--- src/rtl/uart_pkg.sv ---
// Shared types and helpers for the counter-based UART transmitter.
package uart_pkg;

  localparam int unsigned DataW = 8;

  typedef enum logic [2:0] {
    StIdle,
    StStart,
    StData,
    StParity,
    StStop
  } uart_state_e;

  // Clocks per bit, rounded to nearest.
  function automatic int unsigned calc_div(input int unsigned clk_hz,
                                           input int unsigned bit_rate);
    return (clk_hz + bit_rate / 2) / bit_rate;
  endfunction

endpackage

--- src/rtl/uart_baud_gen.sv ---
// Bit-period counter: pulses tick_o for one cycle when the count reaches Div-1.
module uart_baud_gen #(
  parameter int unsigned Div = 1250
) (
  input  logic clk_i,
  input  logic rst_i,
  input  logic clear_i,
  output logic tick_o
);

  localparam int unsigned CntW = (Div > 1) ? $clog2(Div) : 1;
  localparam logic [CntW-1:0] CntMax = CntW'(Div - 1);

  logic [CntW-1:0] cnt_q, cnt_d;

  always_comb begin
    tick_o = (cnt_q == CntMax);
    if (clear_i || tick_o) begin
      cnt_d = '0;
    end else begin
      cnt_d = cnt_q + 1'b1;
    end
  end

  always_ff @(posedge clk_i) begin
    if (rst_i) begin
      cnt_q <= '0;
    end else begin
      cnt_q <= cnt_d;
    end
  end

endmodule

--- src/rtl/uart_tx_cnt.sv ---
// 8N1 UART transmitter, one byte per START pulse; bit timing from a clock-cycle counter.
// Define UART_TX_PARITY_EN to insert an even-parity bit before the stop bit(s).
module uart_tx_cnt
  import uart_pkg::*;
#(
  parameter int unsigned CLK_HZ    = 12_000_000,
  parameter int unsigned BIT_RATE  = 9600,
  parameter int unsigned STOP_BITS = 1
) (
  input  logic             CLK,
  input  logic             RST,
  input  logic             START,
  input  logic [DataW-1:0] DATA,
  output logic             TX,
  output logic             BUSY
);

  localparam int unsigned Div = calc_div(CLK_HZ, BIT_RATE);
  localparam logic LastStop = 1'(STOP_BITS - 1);

  if (Div < 2) begin : g_div_chk
    $error("uart_tx_cnt: CLK_HZ/BIT_RATE must give at least 2 clocks per bit");
  end
  if (STOP_BITS < 1 || STOP_BITS > 2) begin : g_stop_chk
    $error("uart_tx_cnt: STOP_BITS must be 1 or 2");
  end

  uart_state_e      state_q, state_d;
  logic [DataW-1:0] shift_q, shift_d;
  logic [2:0]       idx_q, idx_d;
  logic             stop_idx_q, stop_idx_d;
  logic             tx_q, tx_d;
  logic             busy_q, busy_d;
  logic             tick;
`ifdef UART_TX_PARITY_EN
  logic             par_q, par_d;
`endif

  // Counter is held at zero while idle so the start bit is exactly Div cycles.
  uart_baud_gen #(
    .Div (Div)
  ) u_baud_gen (
    .clk_i   (CLK),
    .rst_i   (RST),
    .clear_i (state_q == StIdle),
    .tick_o  (tick)
  );

  always_comb begin
    state_d    = state_q;
    shift_d    = shift_q;
    idx_d      = idx_q;
    stop_idx_d = stop_idx_q;
    tx_d       = tx_q;
    busy_d     = busy_q;
`ifdef UART_TX_PARITY_EN
    par_d      = par_q;
`endif
    unique case (state_q)
      StIdle: begin
        if (START) begin
          state_d    = StStart;
          shift_d    = DATA;
          idx_d      = '0;
          stop_idx_d = 1'b0;
          tx_d       = 1'b0;
          busy_d     = 1'b1;
`ifdef UART_TX_PARITY_EN
          par_d      = ^DATA;
`endif
        end
      end
      StStart: begin
        if (tick) begin
          state_d = StData;
          tx_d    = shift_q[0];
        end
      end
      StData: begin
        if (tick) begin
          if (idx_q == 3'(DataW - 1)) begin
`ifdef UART_TX_PARITY_EN
            state_d = StParity;
            tx_d    = par_q;
`else
            state_d = StStop;
            tx_d    = 1'b1;
`endif
          end else begin
            shift_d = shift_q >> 1;
            tx_d    = shift_q[1];
            idx_d   = idx_q + 3'd1;
          end
        end
      end
`ifdef UART_TX_PARITY_EN
      StParity: begin
        if (tick) begin
          state_d = StStop;
          tx_d    = 1'b1;
        end
      end
`endif
      StStop: begin
        if (tick) begin
          if (stop_idx_q == LastStop) begin
            state_d = StIdle;
            busy_d  = 1'b0;
          end else begin
            stop_idx_d = 1'b1;
          end
        end
      end
      default: begin
        state_d = StIdle;
        tx_d    = 1'b1;
        busy_d  = 1'b0;
      end
    endcase
  end

  always_ff @(posedge CLK) begin
    if (RST) begin
      state_q    <= StIdle;
      shift_q    <= '0;
      idx_q      <= '0;
      stop_idx_q <= 1'b0;
      tx_q       <= 1'b1;
      busy_q     <= 1'b0;
`ifdef UART_TX_PARITY_EN
      par_q      <= 1'b0;
`endif
    end else begin
      state_q    <= state_d;
      shift_q    <= shift_d;
      idx_q      <= idx_d;
      stop_idx_q <= stop_idx_d;
      tx_q       <= tx_d;
      busy_q     <= busy_d;
`ifdef UART_TX_PARITY_EN
      par_q      <= par_d;
`endif
    end
  end

  assign TX   = tx_q;
  assign BUSY = busy_q;

endmodule

--- config.mk ---
export PLATFORM = sky130hd
export DESIGN_NAME = uart_tx_cnt
export DESIGN_NICKNAME = d
export VERILOG_FILES = /design/src/rtl/uart_pkg.sv /design/src/rtl/uart_baud_gen.sv /design/src/rtl/uart_tx_cnt.sv
export SDC_FILE = /design/constraint.sdc
export NUM_CORES = 1
export LEC_CHECK = 0
export CAP_MARGIN = 15
export CORE_MARGIN = 3
export CORE_UTILIZATION = 35
export CTS_CLUSTER_SIZE = 28
export DETAILED_ROUTE_END_ITERATION = 12
export RECOVER_POWER = 25
export SLEW_MARGIN = 10
export SYNTH_ARGS = -nofsm -noshare
export SYNTH_HDL_FRONTEND = slang
export SYNTH_SLANG_ARGS = --single-unit
--- constraint.sdc ---
create_clock -name CLK -period 2.3 [get_ports CLK]
set_clock_uncertainty 0.1 [all_clocks]
set_input_delay 0.69 -clock CLK [delete_from_list [all_inputs] [get_ports CLK]]
set_output_delay 0.69 -clock CLK [all_outputs]
set_load 0.01 [all_outputs]
After elaboration in Yosys (flattened, before gate mapping):

Cells that the tools add are included.

* register bits: 28
* input bits: 11
* output and inout bits: 2
* word-level logic and storage cells: 61

* add/subtract/negate cells: 2
* equality and inequality tests: 12
* muxes and demuxes: 27
* bitwise gates (word level): 2
* reduce and logical (&&, ||, !) cells: 11

Operator list (count)
* 2-to-1 mux 3 bit: 9
* 2-to-1 mux 8 bit: 3
* one-hot mux 8 bit (2 select lines): 1
* != test 2 bit, second input constant: 7
* one-hot mux 3 bit (4 select lines): 1
* AND reduction 4 bit: 3
* adder 11 x 1 -> 11 bit, second input constant: 1
* == test 11 bit, second input constant: 1
* 2-to-1 mux 1 bit: 9
* == test 3 bit, second input constant: 2
* one-hot mux 3 bit (2 select lines): 1
* AND reduction 6 bit: 1
* one-hot mux 1 bit (4 select lines): 1
* nonzero test 2 bit: 2
* OR reduction 2 bit: 2
* adder 3 x 1 -> 3 bit, second input constant: 1
* == test 3 x 1 -> 1 bit, second input constant: 1
* == test 3 x 2 -> 1 bit, second input constant: 1
* logical NOT 3 bit: 1
* one-hot mux 1 bit (3 select lines): 1
* AND reduction 3 bit: 1
* inverter 1 bit: 2
* one-hot mux 1 bit (2 select lines): 1
* logical OR 1 bit: 1

Longest topological paths before layout:

* depth in word-level cells: 4
* gate-level depth with buffers: 8
* depth with buffers taken out: 6

Cells and area by module:

From an unflattened synthesis, not the netlist that was laid out.

* cell total of the unflattened synthesis: 157
* area, all modules: 1448.9 um^2

Modules (own cells, without submodules)
* uart_tx_cnt: instances 1, cells an instance 100, area each 923.4 um^2, seq. area each 320.3 um^2
* uart_baud_gen: instances 1, cells an instance 57, area each 525.5 um^2, seq. area each 220.2 um^2

Least setup slack after synthesis:

Ideal clock, no wire load.

* path type: reg2reg
* from: register idx_q[0]
* to: register shift_q[0]
* setup time: 86 ps
* arrival time: 1554 ps
* required time: 2114 ps
* setup slack: 560 ps
* stages on the path, launching flop included: 8
* buffers on the path: 1
* clock period less this slack: 1740 ps
* cell sequence: dfxtp_1 > ha_1 > ha_1 > nor4b_1 > and4_1 > buf_4 > nor3_1 > a211oi_1

* cells in the longest elaborated chain, start to end: 3

RTL lines
* start, declared: line uart_tx_cnt.sv:30 `logic [2:0] idx_q, idx_d;`
* start signal, assigned: line uart_tx_cnt.sv:136 `idx_q <= idx_d;`
* == test 3 bit: line uart_tx_cnt.sv:81 `if (idx_q == 3'(DataW - 1)) begin`
* != test 2 bit (no line)
* AND reduction 4 bit (no line)
* end signal, assigned: line uart_tx_cnt.sv:135 `shift_q <= shift_d;`
* end, declared: line uart_tx_cnt.sv:29 `logic [DataW-1:0] shift_q, shift_d;`

Every way passes these cells.
A chain may end at the register's enable or synchronous reset.

Worst setup path after layout:

* from: register idx_q[0]
* to: register shift_q[3]

Same word-level chain as after synthesis.

==> impl_metrics.csv <==
group,metric,value,unit
floorplan,chipHeight,67.8,um
critical_path,crit_path_cell_trace,"ha_1 > ha_1 > nor4b_1 > and4_2 > nor3_1 > a211oi_1",
critical_path,end_kind,"flop",
synth,muxShareOfSynthArea,5.98,%
placed_design,gp_congestion,0.794,
synth,syn_inst,147,
synth,ys_seq_area_share,40.4,%
sta,worstMarginPinSlew,561,ps
global_routing,grt_pass1_vias,1019,
clock_tree,clock_latency,270,ps
critical_path,cp_slowest_cell,"and4_2",
route,vias_per_cell,5.26,
critical_path,crit_fanout,10,
sta,fin_setup_tns,0,ps
sta,maxSlewViolCount,0,
placed_design,port_buffers,12,
synth,synth-compound-area-share,11.8,%
power,power-per-cell-area,556,mW/mm^2
route,drc,0,
critical_path,worstPathRequired,2370,ps
floorplan,core,0.00349,sq mm
sta,rsz0062_at_grt,"no",
synth,syn-cell-area,0.00134,sq mm
min_path,hold_path.class,"reg -> reg",
global_routing,grt_pass1_wl,4510,um
floorplan,io_pins,13,
synth,synth_edf_count,0,
sta,hold_viol,0,
final_layout,final_common_cell,"dfxtp_1",
sta,post-route-period-util,90.7,%
clock_tree,htreeDepth,1,
synth,synth-simple-area-share,26.2,%
synth,synth_cell_type_count,36,
synth,synthArstFlopShare,0,%
critical_path,cpMostUsedCell,"ha_1",
floorplan,rows,21,
synth,synthAdderAreaFrac,3.74,%
clock_tree,cts_setup_buffers,0,
floorplan,fp.dieW,67.8,um
sta,fin_hold_ws,376,ps
clock_tree,numCtsBuffers,3,
job,cap_violations,0,
sta,fmax,479,MHz
synth,netlist_top_cells_area,"dfxtp_1 40%, mux2i_1 6.0%, a211oi_1 5.6%, nor3_1 4.5%, nor2_1 3.9%",
synth,yosysTopAreaCell,"dfxtp_1",
route,postRouteAntennaNets,0,
route,dr.pass1.iters,4,
clock_tree,cts_hold_buf,0,
final_layout,synthToLayoutAreaGrowth,13.9,%
clock_tree,path_clk_slew,90,ps
synth,synth_xor_area_share,6.54,%
placed_design,hpwl,1940,um
sta,max_slew_margin,62.1,%
sta,setup_viol_count_final,0,
floorplan,start_util,38.3,%
final_layout,fill_cells,358,
critical_path,cp_top_family,"simple AND/OR/NAND/NOR gates",
synth,synth_top_family_by_area,"simple AND/OR/NAND/NOR gates",
critical_path,critPathLaunchType,"flop",
synth,syn_area_per_cell,9.11,sq um
route,routed_wl,2550,um
clock_tree,cts_root_buffer,"clkbuf_8",
synth,synth_top_area_share,40.4,%
critical_path,arrival,2160,ps
synth,syn-num-nets,162,
critical_path,crit_path_max_incr_delay,430,ps
status,status,"completed",
sta,period_needed,2090,ps
global_routing,grt_max_degree,15,
final_layout,num-nets-final,173,
power,p_leak,0.518,nW
floorplan,die_area,0.00460,sq mm
power,ir_drop,0.202,mV
final_layout,drive_above_1_share,7.01,%
critical_path,critPathKind,"reg -> reg",
synth,ys_ff_latch,27,
route,via_count,1068,
global_routing,antenna_found_initial,0,
synth,ys.flop_type,"dfxtp_1",
clock_tree,post_cts_resized,0,
final_layout,antenna_cells,0,
synth,yosys_warnings,0,
route,drt_first_iter_violations,82,
route,wl_per_cell,12.6,um
global_routing,overflow,0,
clock_tree,tritoncts,"done",
final_layout,final_cell_mix,"27 x dfxtp_1, 14 x nor2_1, 12 x nor3_1, 12 x clkdlybuf4s50_1, 10 x a211oi_1",
clock_tree,numClockSinks,27,
critical_path,critical_path_buf_inv_count,0,
clock_tree,cts_buffer_depth,2,
global_routing,grt_usage,12.6,%
-- flip-flops by register name (all words and copies together) (netlist names) --
register	count
u_baud_gen.cnt_q	11
shift_q	8
idx_q	3
state_q	3
BUSY	1
TX	1
-- where the power goes --
| part | internal [mW] | switching (mW) |
|---|---|---|
| Combinational | 0.0483 | 0.0385 |
| Clock | 0.124 | 0.138 |
| Sequential | 0.485 | 0.0144 |
-- per-layer routing --
metal | share of wire [%] | track usage (%) | vias to the layer above
li1 | - | - | 548
met1 | 51 | 17.0 | 509
met2 | 46 | 20.2 | 7
met3 | 2.3 | 2.96 | 4
met4 | 0.67 | 3.72 | 0
met5 | 0 | 0 | -
-- synth_stat cells, types with 2 or more instances --
master,count
mux2i_1,8
ha_1,4
and2_1,2
nand2b_1,2
a211oi_1,10
and3_1,2
clkbuf_1,2
xor2_1,5
nor4b_1,2
and4_1,2
a21oi_1,6
nand2_1,5
inv_1,3
buf_6,2
nor2_1,14
nand4_1,5
o211ai_1,2
dfxtp_1,27
buf_2,4
xnor2_1,5
nor3_1,12
nand3_1,9
-- path summary, 6_finish.rpt --
path,endpoint,cells after the start,startpoint,slack [ps]
setup / recovery,shift_q[3]$_SDFFE_PP0P_,6,idx_q[0]$_SDFFE_PP0P_,210
hold / removal,idx_q[2]$_SDFFE_PP0P_,2,idx_q[2]$_SDFFE_PP0P_,380
setup reg to reg,shift_q[3]$_SDFFE_PP0P_,6,idx_q[0]$_SDFFE_PP0P_,210
hold reg to reg,idx_q[2]$_SDFFE_PP0P_,2,idx_q[2]$_SDFFE_PP0P_,380
-- cell families after synthesis --
| logic type | after synthesis |
|---|---|
| flip-flops | 27 |
| AND/OR/NAND/NOR | 62 |
| buffers and inverters | 13 |
| multiplexers | 8 |
| adder cells (fa/ha/maj) | 4 |
| AO/OA/AOI/OAI | 23 |
| XOR/XNOR | 10 |
-- through the flow --
step	cell area, sq um	total power [mW]	utilization [%]	worst slack [ps]	instances
2_1_floorplan	1340	0.560	-	560	147
3_3_place_gp	1490	0.595	42.5	213	199
3_5_place_dp	1490	0.597	42.5	103	199
4_1_cts	1530	0.860	43.8	131	203
5_1_grt	1530	0.893	43.6	56.2	203
6_report	1530	0.848	43.6	213	203
-- tightest hold or removal path, delay by kind of cell, from the launching register on --
family / cells / cell delay [ps]
and+or+nand+nor: 1 / 60
DFF: 1 / 320
AOI/OAI and AO/OA: 1 / 50
-- cell type report --
cell class	count	area [sq um]	area share (%)
multi-input cells	107	721	47.3
clock buffers	4	45.0	2.95
flip-flops and latches	27	541	35.4
repair buffers	16	150	9.84
well taps	46	57.6	3.77
inverters	3	11.3	0.738
No activity file was read; power rests on OpenSTA's default activity.
